## src/rtl/pixel_scan_scheduler.sv

```systemverilog
// pixel_scan_scheduler
//   Sequences scans of the IMG_DIM x IMG_DIM image port for the pixel engines.
//   mode=0: one raster pass (phase RASTER).
//   mode=1: per BLK_DIM x BLK_DIM block, AVG pass, VAR pass, a CALC gap waiting
//           for calc_done, then a RECON pass; blocks visited in raster order.
// Ports:
//   clk, rst            clock, synchronous active-high reset
//   start, mode         launch a scan (only from IDLE/DONE); mode sampled with start
//   ready               engine accepts the current beat
//   calc_done           engine finished L/H computation (only looked at in CALC)
//   row, col            current pixel address
//   scan_valid          row/col/phase describe a live beat
//   phase               0 RASTER, 1 AVG, 2 VAR, 3 RECON
//   first, last         first/last beat of the current pass (raster) or block pass
//   out_we              write strobe for RASTER and RECON beats
//   busy, done          busy outside IDLE/DONE; done is a level held in DONE
module pixel_scan_scheduler #(
  parameter int unsigned IMG_DIM = 64,
  parameter int unsigned BLK_DIM = 4,
  parameter int unsigned ADDR_W  = 6
) (
  input  logic              clk,
  input  logic              rst,
  input  logic              start,
  input  logic              mode,
  input  logic              ready,
  input  logic              calc_done,
  output logic [ADDR_W-1:0] row,
  output logic [ADDR_W-1:0] col,
  output logic              scan_valid,
  output logic [1:0]        phase,
  output logic              first,
  output logic              last,
  output logic              out_we,
  output logic              busy,
  output logic              done
);

  localparam int unsigned BLK_W = $clog2(BLK_DIM);
  localparam int unsigned IDX_W = ADDR_W - BLK_W;
  localparam logic [ADDR_W-1:0] IMG_MAX = ADDR_W'(IMG_DIM - 1);
  localparam logic [ADDR_W-1:0] BLK_MAX = ADDR_W'(BLK_DIM - 1);
  localparam logic [IDX_W-1:0]  IDX_MAX = IDX_W'(IMG_DIM / BLK_DIM - 1);

  typedef enum logic [2:0] {
    S_IDLE, S_RASTER, S_AVG, S_VAR, S_CALC, S_RECON, S_DONE
  } state_t;

  typedef enum logic [1:0] {
    PH_RASTER = 2'd0, PH_AVG = 2'd1, PH_VAR = 2'd2, PH_RECON = 2'd3
  } phase_t;

  state_t            state_q, state_d;
  logic [ADDR_W-1:0] r_q, r_d, c_q, c_d;
  logic [IDX_W-1:0]  blk_r_q, blk_r_d, blk_c_q, blk_c_d;
  logic              scan_valid_q, scan_valid_d;
  phase_t            phase_q, phase_d;
  logic              busy_q, busy_d;
  logic              done_q, done_d;

  logic [ADDR_W-1:0] lim;
  logic              accept, c_end, r_end, blk_end;

  // Raster walks the whole image with r/c; block mode keeps r/c inside the block.
  assign lim     = (state_q == S_RASTER) ? IMG_MAX : BLK_MAX;
  assign c_end   = (c_q == lim);
  assign r_end   = (r_q == lim);
  assign blk_end = (blk_r_q == IDX_MAX) && (blk_c_q == IDX_MAX);
  assign accept  = scan_valid_q & ready;

  always_comb begin
    state_d = state_q;
    r_d     = r_q;
    c_d     = c_q;
    blk_r_d = blk_r_q;
    blk_c_d = blk_c_q;
    case (state_q)
      S_IDLE, S_DONE: begin
        if (start) begin
          state_d = mode ? S_AVG : S_RASTER;
          r_d     = '0;
          c_d     = '0;
          blk_r_d = '0;
          blk_c_d = '0;
        end
      end
      S_RASTER, S_AVG, S_VAR, S_RECON: begin
        if (accept) begin
          if (!c_end) begin
            c_d = c_q + 1'b1;
          end else begin
            c_d = '0;
            if (!r_end) begin
              r_d = r_q + 1'b1;
            end else begin
              // End of a pass: counters return to 0 for the next pass.
              r_d = '0;
              case (state_q)
                S_RASTER: state_d = S_DONE;
                S_AVG:    state_d = S_VAR;
                S_VAR:    state_d = S_CALC;
                S_RECON: begin
                  if (blk_end) begin
                    state_d = S_DONE;
                    blk_r_d = '0;
                    blk_c_d = '0;
                  end else begin
                    state_d = S_AVG;
                    if (blk_c_q == IDX_MAX) begin
                      blk_c_d = '0;
                      blk_r_d = blk_r_q + 1'b1;
                    end else begin
                      blk_c_d = blk_c_q + 1'b1;
                    end
                  end
                end
                default: state_d = state_q;
              endcase
            end
          end
        end
      end
      S_CALC: begin
        if (calc_done) state_d = S_RECON;
      end
      default: state_d = S_IDLE;
    endcase
  end

  // Status outputs are decoded from the next state so they are registered.
  always_comb begin
    scan_valid_d = 1'b0;
    phase_d      = PH_RASTER;
    busy_d       = 1'b1;
    done_d       = 1'b0;
    case (state_d)
      S_RASTER: scan_valid_d = 1'b1;
      S_AVG:    begin scan_valid_d = 1'b1; phase_d = PH_AVG;   end
      S_VAR:    begin scan_valid_d = 1'b1; phase_d = PH_VAR;   end
      S_CALC:   phase_d = PH_VAR;
      S_RECON:  begin scan_valid_d = 1'b1; phase_d = PH_RECON; end
      S_DONE:   begin busy_d = 1'b0; done_d = 1'b1; end
      default:  busy_d = 1'b0;
    endcase
  end

  always_ff @(posedge clk) begin
    if (rst) begin
      state_q      <= S_IDLE;
      r_q          <= '0;
      c_q          <= '0;
      blk_r_q      <= '0;
      blk_c_q      <= '0;
      scan_valid_q <= 1'b0;
      phase_q      <= PH_RASTER;
      busy_q       <= 1'b0;
      done_q       <= 1'b0;
    end else begin
      state_q      <= state_d;
      r_q          <= r_d;
      c_q          <= c_d;
      blk_r_q      <= blk_r_d;
      blk_c_q      <= blk_c_d;
      scan_valid_q <= scan_valid_d;
      phase_q      <= phase_d;
      busy_q       <= busy_d;
      done_q       <= done_d;
    end
  end

  // Block indices are zero in raster mode and r/c stay below BLK_DIM in block
  // mode, so concatenation-OR forms blk*BLK_DIM + offset in both modes.
  assign row        = {blk_r_q, {BLK_W{1'b0}}} | r_q;
  assign col        = {blk_c_q, {BLK_W{1'b0}}} | c_q;
  assign scan_valid = scan_valid_q;
  assign phase      = phase_q;
  assign first      = scan_valid_q & (r_q == '0) & (c_q == '0);
  assign last       = scan_valid_q & r_end & c_end;
  assign out_we     = scan_valid_q & ready & ((phase_q == PH_RASTER) || (phase_q == PH_RECON));
  assign busy       = busy_q;
  assign done       = done_q;

endmodule

```

## config.mk

```make
export PLATFORM = sky130hd
export DESIGN_NAME = pixel_scan_scheduler
export DESIGN_NICKNAME = d
export VERILOG_FILES = /design/src/rtl/pixel_scan_scheduler.sv
export SDC_FILE = /design/constraint.sdc
export NUM_CORES = 1
export LEC_CHECK = 0
export ABC_AREA = 1
export BUFFER_PORTS_ARGS = -buffer_cell sky130_fd_sc_hd__buf_2
export CAP_MARGIN = 15
export CORE_MARGIN = 2
export CORE_UTILIZATION = 58
export CTS_BUF_LIST = sky130_fd_sc_hd__clkbuf_4 sky130_fd_sc_hd__clkbuf_8
export DETAILED_ROUTE_END_ITERATION = 10
export PLACE_DENSITY = 0.82
export SETUP_SLACK_MARGIN = 0.3
export SYNTH_ARGS = -nofsm -noshare
export SYNTH_HDL_FRONTEND = slang
export SYNTH_SLANG_ARGS = --single-unit
```

## constraint.sdc

```tcl
create_clock -name clk -period 2.4 [get_ports clk]
set_clock_uncertainty 0.2 [all_clocks]
set_input_delay 0.48 -clock clk [delete_from_list [all_inputs] [get_ports clk]]
set_output_delay 0.48 -clock clk [all_outputs]
set_load 0.03 [all_outputs]
```

==> results.md <==
* Number of nets at the end of the flow at 318
* Worst hold path depth at 2
* DR pass1 iterations at 4
* Fraction of final layout cells with drive strength greater than 1 at 37.5%
* Sequential cell area fraction in the yosys report at 31.8%
* RSZ-0062 raised after global routing: yes
* Reg2reg start: state_q[1]
* Cell depth of the worst flop-to-flop path at 12
* All-Layer GR Usage at 25.4%
* Share of synthesized flip-flops with an asynchronous set or reset at 0%
* Number of flops mapped to enable cells by yosys at 0
* Min Clock Period, post-route at 2190 ps
* Number of library cell types mapped by synthesis at 31
* Data required time of the critical path at 2480 ps
* # IOs at 26
* Path type of the worst min-delay path: input pin to register
* Mapped Avg Cell Area at 6.72 sq um
* Die W at 59.1 um
* Critical path startpoint category: register
* PD cells at 533 nW/um^2
* Setup TNS Final at 0 ps
* Library cell with the largest summed area after synthesis: dfxtp_1
* TritonCTS clock tree: yes
* Die area at 3490 sq um
* Antenna cell count at 0
* CTS H-Tree Depth at 1
* Clk root buf: clkbuf_4
* Syn_nets at 274
* Outcome: finished clean
* Global-route wire length before repair at 6900 um
* CP arrival at 2260 ps
* Final hold slack at 221 ps
* Sum of routed wire length over all layers at 4760 um
* Area taken by flip-flops and latches at 601 sq um
* Leading cell type by number of instances after synthesis: nand2_1
* Kind of end point of the critical path: register
* Warnings, synthesis at 0
* Count of hold buffers inserted by post-cts repair at 0
* Max Fanout on Critical Path at 7
* Share of the clock period used by the worst path at 91.1%
* Number of setup violations in the final report at 0
* Count of endpoints failing hold in the final timing report at 0
* Highest clock rate at 458 MHz
* Combined area of the multi-input logic cells at 1120 sq um
* Fin worst setup slack at 214 ps
* Die height at 59.1 um
* Worst-case register-to-register setup slack at 210 ps
* Number of global-route vias before repair at 1577
* Iteration-0 DRC count of the detailed router at 167
* Max cap viols at 0
* Transition time at the pin with the least slew margin at 477 ps
* Routability cong. at 0.880
* Clock latency on the worst-skew pair at 340 ps
* Average wire per cell in the routed design at 14.2 um
* Most common flop cell mapped by yosys: dfxtp_1
* Post-synthesis register bit count at 28
* Worst supply voltage drop on vdd at 338 uV
* Fraction of synthesized cell area taken by the top area cell type at 31.8%
* Largest net degree at the start of global routing at 15
* RR Endpoint: blk_c_q[1]
* Core outline area at 2830 sq um
* Most instantiated cells after synthesis: nand2_1 (52), nor2_1 (38), inv_1 (32), dfxtp_1 (28), nand3_1 (23)
* Number of antenna violations at the first check in global routing at 0
* Number of port buffers at 25
* Clock sink count at 28
* FILL cells at 201
* Share of the core filled with cells in the final layout at 78.4%
* Post-route DRC at 0
* Number of max-slew violations in the final report at 0
* Initial core utilization at 62.2%
* Launch point of the critical path: state_q[1]
* Post-Syn Area at 1760 sq um
* Residual overflow from global routing at 0
* Critical path start-end classification: register to register
* Hold_sp: rst
* Final antenna-violating net count at 0
* DP HPWL at 3050 um
* Inserted Clock Buffers at 3
* Number of cells produced by synthesis at 262
* Vias after detailed routing at 1912
* Worst slew margin relative to its limit at 68.2%
* Termination of the worst setup path: blk_c_q[1]
* Leading cell types by total area after synthesis: dfxtp_1 (32%), nand2_1 (11%), nor2_1 (8.1%)
* Max Buffers Root-to-Sink at 2
* Leak Pwr at 1.09 nW
* Total Power Consumption at 1.18 mW
* Site Rows at 19
* Clock-pin slew on the worst setup and hold paths at 150 ps
* Placement Setup Slack at 317 ps
* Average vias per placed instance at 5.71
* Area growth syn-to-layout at 26.0%
[timing repair]
item	in CTS	in global routing
buffers inserted	4	17
pin swaps	1	14
endpoints found under the setup margin	3	25
gates resized for setup	18	46
[state kept, by name, summed over array words and instances, names as in the netlist]
| register | cells |
|---|---|
| scan_valid | 1 |
| state_q | 3 |
| done | 1 |
| c_q | 6 |
| phase | 2 |
| blk_c_q | 4 |
| blk_r_q | 4 |
| r_q | 6 |
| busy | 1 |
[power by group]
group / internal, mW / switching [mW] / total, mW
clock: 0.0593 / 0.138 / 0.198
combinational: 0.165 / 0.299 / 0.464
sequential: 0.490 / 0.0306 / 0.521
[how the worst min path moves through the flow]
stage	end
2_1_floorplan	blk_c_q[3]
3_3_place_gp	r_q[0]
3_5_place_dp	r_q[0]
4_1_cts	c_q[1]
5_1_grt	c_q[1]
6_report	c_q[1]
[worst max-delay path, cell delays in order, from the launching register on]
cell	delay, ps
dfxtp_4	380
inv_4	80
buf_6	120
nor2_4	50
a21oi_4	270
nor2_4	60
a21oi_4	180
nand2_4	110
nor2_8	200
nand2_4	90
nor2_4	150
nand3_2	90
a21oi_2	130
[layout make-up]
class / count / share of cell area [%]
multi-input combinational: 191 / 50.6
sequential: 28 / 27.1
timing repair buffer: 46 / 13.3
inverter: 36 / 6.20
tap: 31 / 1.75
clock buffer: 3 / 1.02
[cell usage in the layout, fill, tap and decap left out, types with 7 or more instances in the layout]
cell,n
a21oi_1,13
buf_2,23
buf_4,21
dfxtp_1,14
dfxtp_4,9
inv_1,28
inv_2,7
nand2_1,46
nand3_1,20
nor2_1,29
nor2_2,8
nor3_1,10
[metal layers]
metal  global-route usage (%)  vias to the layer above  wire length (um)
met4                     9.42                        0               103
li1                         -                      934                 -
met3                     2.40                       15               284
met1                     36.2                      881              2080
met2                     39.7                       82              2290
met5                        0                        -                 0
[through the flow]
stage	cells	area, sq um
floorplan	262	1760
global placement	311	1880
detailed placement	311	1880
CTS	318	1970
global route	335	2220
finish	335	2220
[cell families (layout without fill, tap and decap cells)]
group	count (synthesis)	after routing	share of synthesized area, %
flops	28	28	31.8
simple gates	149	149	40.7
xor+xnor	2	2	0.995
fa+ha+maj	6	6	4.26
compound gates	34	34	12.0
buf+inv	43	85	10.2
Note: power is estimated with default switching activity, not from simulation.
